--- src/rtl/cpu_exec_unit.sv ---
// Handshaked execution unit: single-cycle ALU ops plus iterative shift-add multiply.
// Define EXEC_DIV_EN to build the restoring divider for DIV/MOD; otherwise those opcodes are illegal.
module cpu_exec_unit #(
    parameter int WIDTH = 32,
    parameter int OPW   = 8
) (
    input  logic             clk,
    input  logic             rst,
    input  logic             start,
    input  logic [OPW-1:0]   opcode,
    input  logic [WIDTH-1:0] a,
    input  logic [WIDTH-1:0] b,
    output logic             busy,
    output logic             done,
    output logic [WIDTH-1:0] result,
    output logic             zero,
    output logic             carry,
    output logic             err
);

    localparam int SHW = $clog2(WIDTH);
    localparam int CW  = $clog2(WIDTH + 1);

    localparam logic [OPW-1:0] OP_ADD = OPW'(0);
    localparam logic [OPW-1:0] OP_SUB = OPW'(1);
    localparam logic [OPW-1:0] OP_AND = OPW'(2);
    localparam logic [OPW-1:0] OP_OR  = OPW'(3);
    localparam logic [OPW-1:0] OP_XOR = OPW'(4);
    localparam logic [OPW-1:0] OP_SHL = OPW'(5);
    localparam logic [OPW-1:0] OP_SHR = OPW'(6);
    localparam logic [OPW-1:0] OP_MUL = OPW'(7);
`ifdef EXEC_DIV_EN
    localparam logic [OPW-1:0] OP_DIV = OPW'(8);
    localparam logic [OPW-1:0] OP_MOD = OPW'(9);
`endif

    typedef enum logic [1:0] {
        S_IDLE,
        S_EXEC,
        S_ITER,
        S_DONE
    } state_t;

    state_t           state_reg;
    logic [OPW-1:0]   op_reg;
    logic [WIDTH-1:0] opa_reg;
    logic [WIDTH-1:0] opb_reg;
    logic [WIDTH-1:0] acc_reg;
    logic [CW-1:0]    cnt_reg;
    logic             busy_reg;
    logic             done_reg;
    logic [WIDTH-1:0] result_reg;
    logic             zero_reg;
    logic             carry_reg;
    logic             err_reg;

    logic             start_iter;
    logic [WIDTH:0]   sum_wide;
    logic [WIDTH:0]   diff_wide;
    logic [WIDTH-1:0] exec_result_next;
    logic             exec_carry_next;
    logic             exec_err_next;
    logic [WIDTH-1:0] acc_next;
    logic [WIDTH-1:0] opa_next;
    logic [WIDTH-1:0] opb_next;
    logic [WIDTH-1:0] iter_result;
`ifdef EXEC_DIV_EN
    logic [WIDTH:0]   div_shift;
    logic             div_ge;
    logic [WIDTH-1:0] div_diff;
`endif

    assign busy   = busy_reg;
    assign done   = done_reg;
    assign result = result_reg;
    assign zero   = zero_reg;
    assign carry  = carry_reg;
    assign err    = err_reg;

    // Divide-by-zero never iterates; it is resolved in the single-cycle path.
    always_comb begin
        start_iter = (opcode == OP_MUL);
`ifdef EXEC_DIV_EN
        if ((opcode == OP_DIV || opcode == OP_MOD) && b != '0) begin
            start_iter = 1'b1;
        end
`endif
    end

    always_comb begin
        sum_wide         = {1'b0, opa_reg} + {1'b0, opb_reg};
        diff_wide        = {1'b0, opa_reg} - {1'b0, opb_reg};
        exec_result_next = '0;
        exec_carry_next  = 1'b0;
        exec_err_next    = 1'b0;
        case (op_reg)
            OP_ADD: begin
                exec_result_next = sum_wide[WIDTH-1:0];
                exec_carry_next  = sum_wide[WIDTH];
            end
            OP_SUB: begin
                exec_result_next = diff_wide[WIDTH-1:0];
                exec_carry_next  = diff_wide[WIDTH];
            end
            OP_AND: exec_result_next = opa_reg & opb_reg;
            OP_OR:  exec_result_next = opa_reg | opb_reg;
            OP_XOR: exec_result_next = opa_reg ^ opb_reg;
            OP_SHL: exec_result_next = opa_reg << opb_reg[SHW-1:0];
            OP_SHR: exec_result_next = opa_reg >> opb_reg[SHW-1:0];
`ifdef EXEC_DIV_EN
            OP_DIV: begin
                exec_result_next = '1;
                exec_err_next    = 1'b1;
            end
            OP_MOD: begin
                exec_result_next = opa_reg;
                exec_err_next    = 1'b1;
            end
`endif
            default: exec_err_next = 1'b1;
        endcase
    end

    // One iteration step: acc/opa/opb hold product/multiplicand/multiplier,
    // or remainder/quotient-shifting-dividend/divisor.
    always_comb begin
        acc_next    = opb_reg[0] ? (acc_reg + opa_reg) : acc_reg;
        opa_next    = opa_reg << 1;
        opb_next    = opb_reg >> 1;
        iter_result = acc_reg;
`ifdef EXEC_DIV_EN
        div_shift = {acc_reg, opa_reg[WIDTH-1]};
        div_ge    = (div_shift >= {1'b0, opb_reg});
        div_diff  = div_shift[WIDTH-1:0] - opb_reg;
        if (op_reg != OP_MUL) begin
            acc_next = div_ge ? div_diff : div_shift[WIDTH-1:0];
            opa_next = {opa_reg[WIDTH-2:0], div_ge};
            opb_next = opb_reg;
        end
        if (op_reg == OP_DIV) begin
            iter_result = opa_reg;
        end
`endif
    end

    always_ff @(posedge clk) begin
        if (rst) begin
            state_reg  <= S_IDLE;
            op_reg     <= '0;
            opa_reg    <= '0;
            opb_reg    <= '0;
            acc_reg    <= '0;
            cnt_reg    <= '0;
            busy_reg   <= 1'b0;
            done_reg   <= 1'b0;
            result_reg <= '0;
            zero_reg   <= 1'b0;
            carry_reg  <= 1'b0;
            err_reg    <= 1'b0;
        end else begin
            case (state_reg)
                S_IDLE: begin
                    done_reg <= 1'b0;
                    busy_reg <= 1'b0;
                    // busy_reg is still high on the done cycle, so a start there is ignored.
                    if (start && !busy_reg) begin
                        op_reg    <= opcode;
                        opa_reg   <= a;
                        opb_reg   <= b;
                        acc_reg   <= '0;
                        cnt_reg   <= CW'(WIDTH);
                        busy_reg  <= 1'b1;
                        state_reg <= start_iter ? S_ITER : S_EXEC;
                    end
                end
                S_EXEC: begin
                    result_reg <= exec_result_next;
                    zero_reg   <= (exec_result_next == '0);
                    carry_reg  <= exec_carry_next;
                    err_reg    <= exec_err_next;
                    done_reg   <= 1'b1;
                    state_reg  <= S_IDLE;
                end
                S_ITER: begin
                    acc_reg <= acc_next;
                    opa_reg <= opa_next;
                    opb_reg <= opb_next;
                    cnt_reg <= cnt_reg - 1'b1;
                    if (cnt_reg == CW'(1)) begin
                        state_reg <= S_DONE;
                    end
                end
                S_DONE: begin
                    result_reg <= iter_result;
                    zero_reg   <= (iter_result == '0);
                    carry_reg  <= 1'b0;
                    err_reg    <= 1'b0;
                    done_reg   <= 1'b1;
                    state_reg  <= S_IDLE;
                end
                default: state_reg <= S_IDLE;
            endcase
        end
    end

endmodule

--- config.mk ---
export PLATFORM = sky130hd
export DESIGN_NAME = cpu_exec_unit
export DESIGN_NICKNAME = d
export VERILOG_FILES = /design/src/rtl/cpu_exec_unit.sv
export SDC_FILE = /design/constraint.sdc
export NUM_CORES = 1
export LEC_CHECK = 0
export CORE_MARGIN = 4
export CORE_UTILIZATION = 50
export CTS_BUF_LIST = sky130_fd_sc_hd__clkbuf_16
export DETAILED_ROUTE_END_ITERATION = 6
export GPL_TIMING_DRIVEN = 0
export PLACE_DENSITY = 0.67
export RECOVER_POWER = 50
export SLEW_MARGIN = 40
export SYNTH_ARGS = -nofsm -noshare
export SYNTH_HDL_FRONTEND = slang
export SYNTH_SLANG_ARGS = --single-unit
--- constraint.sdc ---
create_clock -name clk -period 5.2 [get_ports clk]
set_input_delay 1.56 -clock clk [delete_from_list [all_inputs] [get_ports clk]]
set_output_delay 1.56 -clock clk [all_outputs]
set_load 0.05 [all_outputs]
### Word-level counts from Yosys, hierarchy flattened

Cells that the tools add are included.
W data, S select, Z words.

* $add $sub $neg: 4
* $mul: 0
* div/mod/pow operators: 0
* order comparisons: 0
* equal/unequal tests: 14
* shift-type cells: 2
* multiplexer cells: 22
* bitwise operators: 3
* reduce and logical (&&, ||, !) cells: 15

Operators with widths (number)
* $pmux W32 S2: 4
* $pmux W32 S7: 1
* $mux W32: 4
* $logic_not A32 Y1: 2
* $add A32 B32 Y33: 1
* $sub A32 B32 Y33: 1
* $add A32 B32 Y32: 1
* $and A32 B32 Y32: 1
* $eq A8 B3 Y1 const B: 4
* $or A32 B32 Y32: 1
* $shl A32 B5 Y32: 1
* $shr A32 B5 Y32: 1
* $xor A32 B32 Y32: 1
* $eq A8 B2 Y1 const B: 2
* $pmux W6 S2: 1
* $pmux W1 S2: 5
* $eq A8 B1 Y1 const B: 1
* $logic_not A8 Y1: 1
* $reduce_or A7 Y1: 1
* $eq A6 B1 Y1 const B: 1
* $mux W2: 3
* $mux W6: 1
* $ne A2 B2 Y1 const B: 3
* $pmux W2 S3: 1
* 11 further kinds: 17

* flip-flop bits (word level): 149
* bits in latches: 0
* bits in writable memories: 0
* bits in read-only memories: 0
* input bits: 75
* output and inout bits: 37
* logic and storage cells: 72
* memories kept: 0

### Logic depth before layout (Yosys ltp)

Gate-level depths: netlist of the first run.

* depth after elaboration: 4
* mapped depth: 19
* depth with buffers taken out: 16

### Least setup slack after synthesis of the first run

OpenSTA, ideal clock, no wires.

* kind: register -> register
* start point: register opb_reg[2]
* end point: register zero_reg, in the netlist zero
* library setup time: 59 ps
* arrival: 4409 ps
* required time: 5141 ps
* path slack: 732 ps
* cell stages (with the launch flop): 20
* buffers on the path: 5
* period minus slack after synthesis: 4468 ps
* path through: dfxtp_1 buf_6 inv_1 buf_2 buf_2 buf_1 ha_1 clkbuf_2 nand2b_1 a221oi_1 o31ai_1 o31ai_4 o211ai_2 a2111oi_0 o31a_1 mux2i_1 xnor2_1 a2111o_1 nor4_2 a31o_1

* word-level cells in the longest chain between the ends: 4
* elaborated cells between the ends (all ways): 10
* classes of those cells: add/sub (2); shift (2); mux (2); bitwise (3); reduce/logical (1)

Ends and longest elaborated chain
* from (decl): line 47 `logic [WIDTH-1:0] opb_reg;`
* from (signal assigned): line 187 `opb_reg <= opb_next;`
* $sub A32 B32 Y33, or another cell as far along: line 92 `diff_wide = {1'b0, opa_reg} - {1'b0, opb_reg};`
* $pmux W32 S7 *: line 96 `case (op_reg)`
* $logic_not A32 Y1 *: line 178 `zero_reg <= (exec_result_next == '0);`
* $pmux W1 S2 *: line 161 `case (state_reg)`
* to (signal assigned): line 178
* to (signal assigned): line 195 `zero_reg <= (iter_result == '0);`
* to (decl): line 53 `logic zero_reg;`

Mark *: on every way between the ends. The rest lies on a longest branch, timed or not.
A chain may end at the register's enable or synchronous reset.

### Worst setup path in the final report of the first run

* start point: register op_reg[0]
* end point: register zero_reg, in the netlist zero

* word-level cells in the longest chain between the ends: 4
* elaborated cells between the ends (all ways): 10
* classes of those cells: eq/ne (6); mux (2); reduce/logical (2)

Ends and longest elaborated chain
* from (decl): line 45 `logic [OPW-1:0] op_reg;`
* from (signal assigned): line 167 `op_reg <= opcode;`
* $eq A8 B3 Y1, or another cell as far along: line 96
* $pmux W32 S7 *: line 96
* $logic_not A32 Y1 *: line 178
* $pmux W1 S2 *: line 161

Marks and branches as above.

==> out/results.tsv, run 1 <==
stage	metric	value	unit
synth	Yosys reg bits	149	
synth	sequential area share after synthesis	17.4	%
cts	# hold bufs at CTS	0	
sta	Worst Max-Slew Pin Slew	1.57	ns
synth	Synthesized Nets	2487	
cts	clk buf depth	2	
placement	number of buffers inserted by port buffering	110	
sta	Achievable Freq	188	MHz
routing	DRT Wirelength	93200	microns
sta	Final Hold Viols	0	
cells_and_area	Filler cells	3118	
sta	total negative setup slack	-0.107	ns
sta	final period demand of the worst path	5.31	ns
floorplanning	chip height	193	microns
sta	final setup vio count	1	
sta	RSZ-0062 raised after global routing	false	
global_route	Global Route Usage Sum	48.4	%
placement	setup slack after placement	-1.16	ns
synth	Post-synth EDFFs	0	
cts	number of CTS-inserted buffers	17	
global_route	first-pass GRT wire length	131000	microns
cells_and_area	most frequent cells in the layout	248 x nor2_1, 248 x a21oi_1, 165 x nand2_1	
sta	clock skew	0.0188	ns
worst_setup_path	Arr. time, crit path	5.74	ns
routing	DR pass1 iterations	7	
floorplanning	io pins	112	
synth	Yosys warnings	0	
run_status	failing checks	design-rule violations, max-capacitance violations, max-slew violations, negative setup slack	
global_route	vias in the first global route	19900	
sta	Slew Viols, Final	7	
placement	hpwl dp	72000	microns
global_route	antenna violations before repair	3	
synth	Post-synth top flop	dfxtp_1	
routing	Via density	7.32	
routing	antenna viol nets, final	0	
cts	Reg clk slew, reported paths	0.07	ns
cts	CTS tree	done	
worst_setup_path	Crit Path Class	reg -> reg	
cells_and_area	Nets	2621	
floorplanning	chip width	193	microns
cts	CTS root buf	clkbuf_16	
routing	DR vias	21000	
power	PD cells	263	nW/um^2
sta	final worst slack	-0.107	ns
run_status	status	finished, violations left	
routing	initial drt markers	3431	
global_route	total congestion overflow	0	
power	Worst VDD drop	0.000281	V
sta	final worst path period share	102	%
worst_setup_path	critical path required time	5.64	ns
worst_setup_path	crit start category	flip-flop	
cells_and_area	layout cells sized above 1	9.23	%
synth	Synth Instances	2270	
global_route	largest net degree at the start of global routing	20	
floorplanning	Placement Rows	67	
floorplanning	die area	37200	sq um
synth	asr flop ratio synth	0	%
placement	RePlAce Congestion	1.12	
cts	clock latency at the later pin of the worst-skew pair	0.49	ns
routing	per-cell routed wire length	32.5	microns
worst_setup_path	CP endpoint kind	flip-flop	
synth	syn avg cell area	7.54	sq um
cells_and_area	Area growth, synth to finish	15.2	%
hold_path	Tightest Hold Check Type	reg -> reg	
run	maxcap violations	1	
floorplanning	Core ar.	33600	sq um
power	Lkg Pwr	7.67	nW
floorplanning	effective utilization at floorplan	50.9	%
cts	Clock Sinks	149	
worst_setup_path	Crit Path Max Fanout	10	
cts	htree depth	4	
synth	synth unique cells	98	
synth	synthesized area	17100	sq um
sta	Worst slew margin	-5.41	%
power	Tot Pwr	5.18	mW
routing	number of remaining DRC errors	5	
-- cell type report --
type	count	area (sq um)	share of cell area [%]
multi-input combinational	1815	13000	66.1
tap	448	561	2.84
antenna	1	2.50	0.0127
timing repair buffer	118	1160	5.89
clock buffer	17	425	2.16
inverter	125	477	2.42
buffer	178	913	4.63
clock inverter	14	150	0.762
sequential	149	2990	15.2
-- cells by family (layout without fill, tap and decap cells) --
group	Yosys count	count (layout)	share of synthesized area, %
xor gates and xnor gates	37	37	1.89
and+or+nand+nor	668	668	18.1
AOI/OAI and AO/OA	830	830	31.2
adders and majority gates	142	142	10.5
muxes	138	138	12.9
DFF	149	149	17.4
other	0	1	0
buffers and inverters	306	452	7.97
-- power breakdown --
group	internal (mW)	leakage [nW]	total (mW)	switching, mW
clock network	0.707	0.283	1.32	0.613
logic	0.826	6.17	2.49	1.67
registers	1.21	1.22	1.37	0.160
-- synth_stat cells (29+ instances only) --
| cell | n | area [sq um] |
|---|---|---|
| a21oi_1 | 252 | 1260 |
| o211ai_1 | 33 | 248 |
| nor3_1 | 55 | 275 |
| mux2i_1 | 65 | 651 |
| nand3_1 | 47 | 235 |
| o21ai_0 | 161 | 806 |
| mux4_2 | 42 | 946 |
| clkbuf_1 | 119 | 447 |
| ha_1 | 139 | 1740 |
| a211oi_1 | 29 | 218 |
| nor2_1 | 251 | 942 |
| xnor2_1 | 31 | 272 |
| a22oi_1 | 38 | 285 |
| inv_1 | 122 | 458 |
| nand2_1 | 165 | 619 |
| a31oi_1 | 76 | 475 |
| dfxtp_1 | 149 | 2980 |
-- path summary, 6_finish.rpt --
check | end | from | cells after the start | slack, ns
setup / recovery | zero | op_reg[0] | 14 | -0.11
hold / removal | result[30] | result[30] | 2 | 0.46
setup reg to reg | zero | op_reg[0] | 14 | -0.11
hold reg to reg | result[30] | result[30] | 2 | 0.46
-- routing by layer --
layer / vias to the layer above / track usage [%] / part of all wire (%)
met3: 536 / 17.6 / 14
met2: 1776 / 71.3 / 41
met1: 9895 / 58.6 / 36
met4: 4 / 33.7 / 9.0
met5: - / 0 / 0.059
li1: 8753 / - / -
-- worst max-delay path: stages, from the launching register on --
cell and delay [ns]:
dfxtp_1 0.36, clkbuf_1 0.49, clkbuf_1 0.68, buf_2 0.44, clkbuf_1 0.62, a21oi_1 0.23, a22oi_1 0.20, o211ai_1 0.13
nor2_2 0.30, nand3_1 0.18, nor4_4 0.49, and4_1 0.35, nand4_1 0.22, nor4_4 0.36, a31o_1 0.20
-- metrics by stage --
| step | instances | hold slack [ns] | utilization, % | area (sq um) |
|---|---|---|---|---|
| 2_1_floorplan | 2270 | 0.456 | - | 17100 |
| 3_3_place_gp | 2828 | 0.451 | 55.8 | 18800 |
| 3_5_place_dp | 2828 | 0.459 | 56.0 | 18800 |
| 4_1_cts | 2858 | 0.469 | 58.2 | 19600 |
| 5_1_grt | 2864 | 0.491 | 58.6 | 19700 |
| 6_report | 2865 | 0.462 | 58.6 | 19700 |
-- repair_timing --
item,in CTS,in global routing
buffers inserted,1,6
gates resized for setup,42,33
endpoints found under the setup margin,22,8
pin swaps,1,6
Power figures use the tool's default switching activity.
==> run 2, diff against run 1 <==
--- a/config.mk
+++ b/config.mk
@@ -8,10 +8,13 @@
 export CORE_MARGIN = 4
 export CORE_UTILIZATION = 50
 export CTS_BUF_LIST = sky130_fd_sc_hd__clkbuf_16
+export CTS_CLUSTER_SIZE = 16
 export DETAILED_ROUTE_END_ITERATION = 6
 export GPL_TIMING_DRIVEN = 0
+export MAX_ROUTING_LAYER = met4
 export PLACE_DENSITY = 0.67
 export RECOVER_POWER = 50
+export REMOVE_ABC_BUFFERS = 1
 export SLEW_MARGIN = 40
 export SYNTH_ARGS = -nofsm -noshare
 export SYNTH_HDL_FRONTEND = slang
==> run 2 against run 1 <==
The flow finishes with violations (max-capacitance violations, max-slew violations). Final area fell by 3.4%. Combinational power down 16%. Global-route usage is 9.6 points lower. Worst hold slack lost 0.0035 ns. Critical path depth down 2. Power decreased by 8.0%. Clock skew up 0.0066 ns. Non-clock buffer count shrank 150. Maximum frequency rose by 3.3%. Flip-flop and latch count unchanged. Largest power group unchanged.
==> out/results.tsv, run 2 (synthesis gave the netlist of run 1 again) <==
stage	metric	value	unit	change
run_status	status	finished, violations left		
run_status	failing checks	max-capacitance violations, max-slew violations		
power	PD cells	250	nW/um^2	-4.8%
routing	antenna viol nets, final	0		unchanged
global_route	Global Route Usage Sum	38.8	%	-9.6 points
cells_and_area	most common cell after layout, fill and taps aside	a21oi_1		
placement	RePlAce Congestion	1.02		-8.9%
worst_setup_path	critical path required time	5.61	ns	-0.03 ns
worst_setup_path	Crit Path Class	reg -> reg		
worst_setup_path	CP endpoint kind	flip-flop		
cells_and_area	Area growth, synth to finish	11.3	%	
sta	Worst Max-Slew Pin Slew	1.82	ns	+0.251 ns
worst_setup_path	Crit Path Max Fanout	15		+5
cells_and_area	area of the multi-input gates	12900	sq um	-1.2%
floorplanning	chip height	193	microns	unchanged
routing	number of remaining DRC errors	0		-5
global_route	largest net degree at the start of global routing	89		+350%
sta	Hold WS	0.458	ns	-0.00350 ns
cts	Reg clk slew, reported paths	0.07	ns	about the same
routing	initial drt markers	2446		-29%
sta	final worst path period share	98.8	%	-3.3 points
cts	Clock Sinks	149		unchanged
cts	CTS tree	done		
cells_and_area	Filler cells	3207		+2.9%
sta	Worst slew margin	-21.3	%	-16 points
cts	htree depth	4		unchanged
global_route	antenna violations before repair	1		-2
sta	Achievable Freq	195	MHz	+3.3%
sta	final worst slack	0.0634	ns	+0.170 ns
cells_and_area	post-route cell area	19000	sq um	-3.4%
cts	clock latency at the later pin of the worst-skew pair	0.48	ns	about the same
cells_and_area	Register Area	3020	sq um	+0.84%
floorplanning	Placement Rows	67		unchanged
run	maxcap violations	1		unchanged
hold_path	Tightest Hold Check Type	reg -> reg		
power	Lkg Pwr	7.36	nW	-4.1%
cts	clk buf depth	2		unchanged
hold_path	HP Start	result[31]		
placement	number of buffers inserted by port buffering	111		+0.91%
sta	clock skew	0.0253	ns	+0.00655 ns
cts	number of CTS-inserted buffers	17		unchanged
floorplanning	io pins	112		unchanged
routing	DR vias	18800		-10%
global_route	total congestion overflow	0		unchanged
sta	total negative setup slack	0	ns	+0.107 ns
sta	Final Hold Viols	0		unchanged
floorplanning	Core ar.	33600	sq um	unchanged
worst_setup_path	Worst Setup SP	opa_reg[5]		
sta	final period demand of the worst path	5.14	ns	-0.170 ns
routing	per-cell routed wire length	26.3	microns	-19%
sta	Slew Viols, Final	89		+82
worst_setup_path	crit start category	flip-flop		
power	Tot Pwr	4.76	mW	-8.0%
floorplanning	effective utilization at floorplan	50.9	%	unchanged
routing	Via density	6.93		-5.3%
floorplanning	die area	37200	sq um	unchanged
routing	DR pass1 iterations	7		unchanged
routing	DRT Wirelength	71500	microns	-23%
cells_and_area	Nets	2471		-5.7%
global_route	vias in the first global route	17500		-12%
worst_setup_path	Arr. time, crit path	5.55	ns	-0.19 ns
placement	Post-DP Area	18500	sq um	-1.6%
power	Worst VDD drop	0.000254	V	-9.7%
placement	setup slack after placement	-0.112	ns	+1.05 ns
sta	RSZ-0062 raised after global routing	false		
sta	final setup vio count	0		-1
floorplanning	chip width	193	microns	unchanged
placement	hpwl dp	53700	microns	-25%
worst_setup_path	RR Startpoint	opa_reg[5]		
cells_and_area	layout cells sized above 1	8.12	%	-1.1 points
cells_and_area	most frequent cells in the layout	250 x a21oi_1, 247 x nor2_1, 162 x nand2_1		
global_route	first-pass GRT wire length	108000	microns	-18%
cts	CTS root buf	clkbuf_16		
run 2: layer usage:
layer	up-vias	part of all wire [%]	GRT usage [%]
li1	8459	-	-
met1	9047	42	52.0
met2	1109	43	56.3
met3	208	11	9.16
met4	0	4.7	15.7
met5	-	0	-
run 2: where the power goes:
group          switching (mW)  internal, mW  leakage (nW)  total [mW]
clock network           0.592         0.670         0.280        1.26
registers               0.204          1.21          1.23        1.41
logic                    1.34         0.755          5.85        2.09
total                    2.13          2.63          7.36        4.76
run 2: critical path: stages (launching register included):
cell	delay (ns)
dfxtp_1	0.83
inv_1	0.22
ha_1	0.46
o311a_1	0.42
a211oi_1	0.39
o22ai_1	0.29
or3_1	0.41
a311o_1	0.39
o32a_1	0.16
a31oi_1	0.58
nand4_1	0.40
nor4_2	0.36
a31o_1	0.18
run 2: final timing paths:
path	endpoint	slack, ns	depth (start not counted)
hold / removal	result[31]	0.46	2
setup / recovery	zero	0.06	12
setup reg to reg	zero	0.06	12
hold reg to reg	result[31]	0.46	2
run 2: metrics by stage:
step                util [%]  std cells
floorplan                  -       2089
global placement        53.2       2648
detailed placement      55.1       2683
CTS                     56.8       2715
global route            56.6       2716
finish                  56.7       2717
run 2: repair_timing:
action,in CTS,in global routing
gates resized for setup,1,14
setup endpoints to repair,1,5
gates cloned,0,0
hold buffers,0,0
buffers inserted,0,0
run 2: cell type report:
type / instances / share of cell area (%)
antenna: 2 / 0.0263
clock buffer: 17 / 2.23
clock inverter: 15 / 0.749
inverter: 125 / 2.51
multi-input combinational: 1815 / 67.6
sequential: 149 / 15.9
tap: 448 / 2.94
timing repair buffer: 146 / 8.08
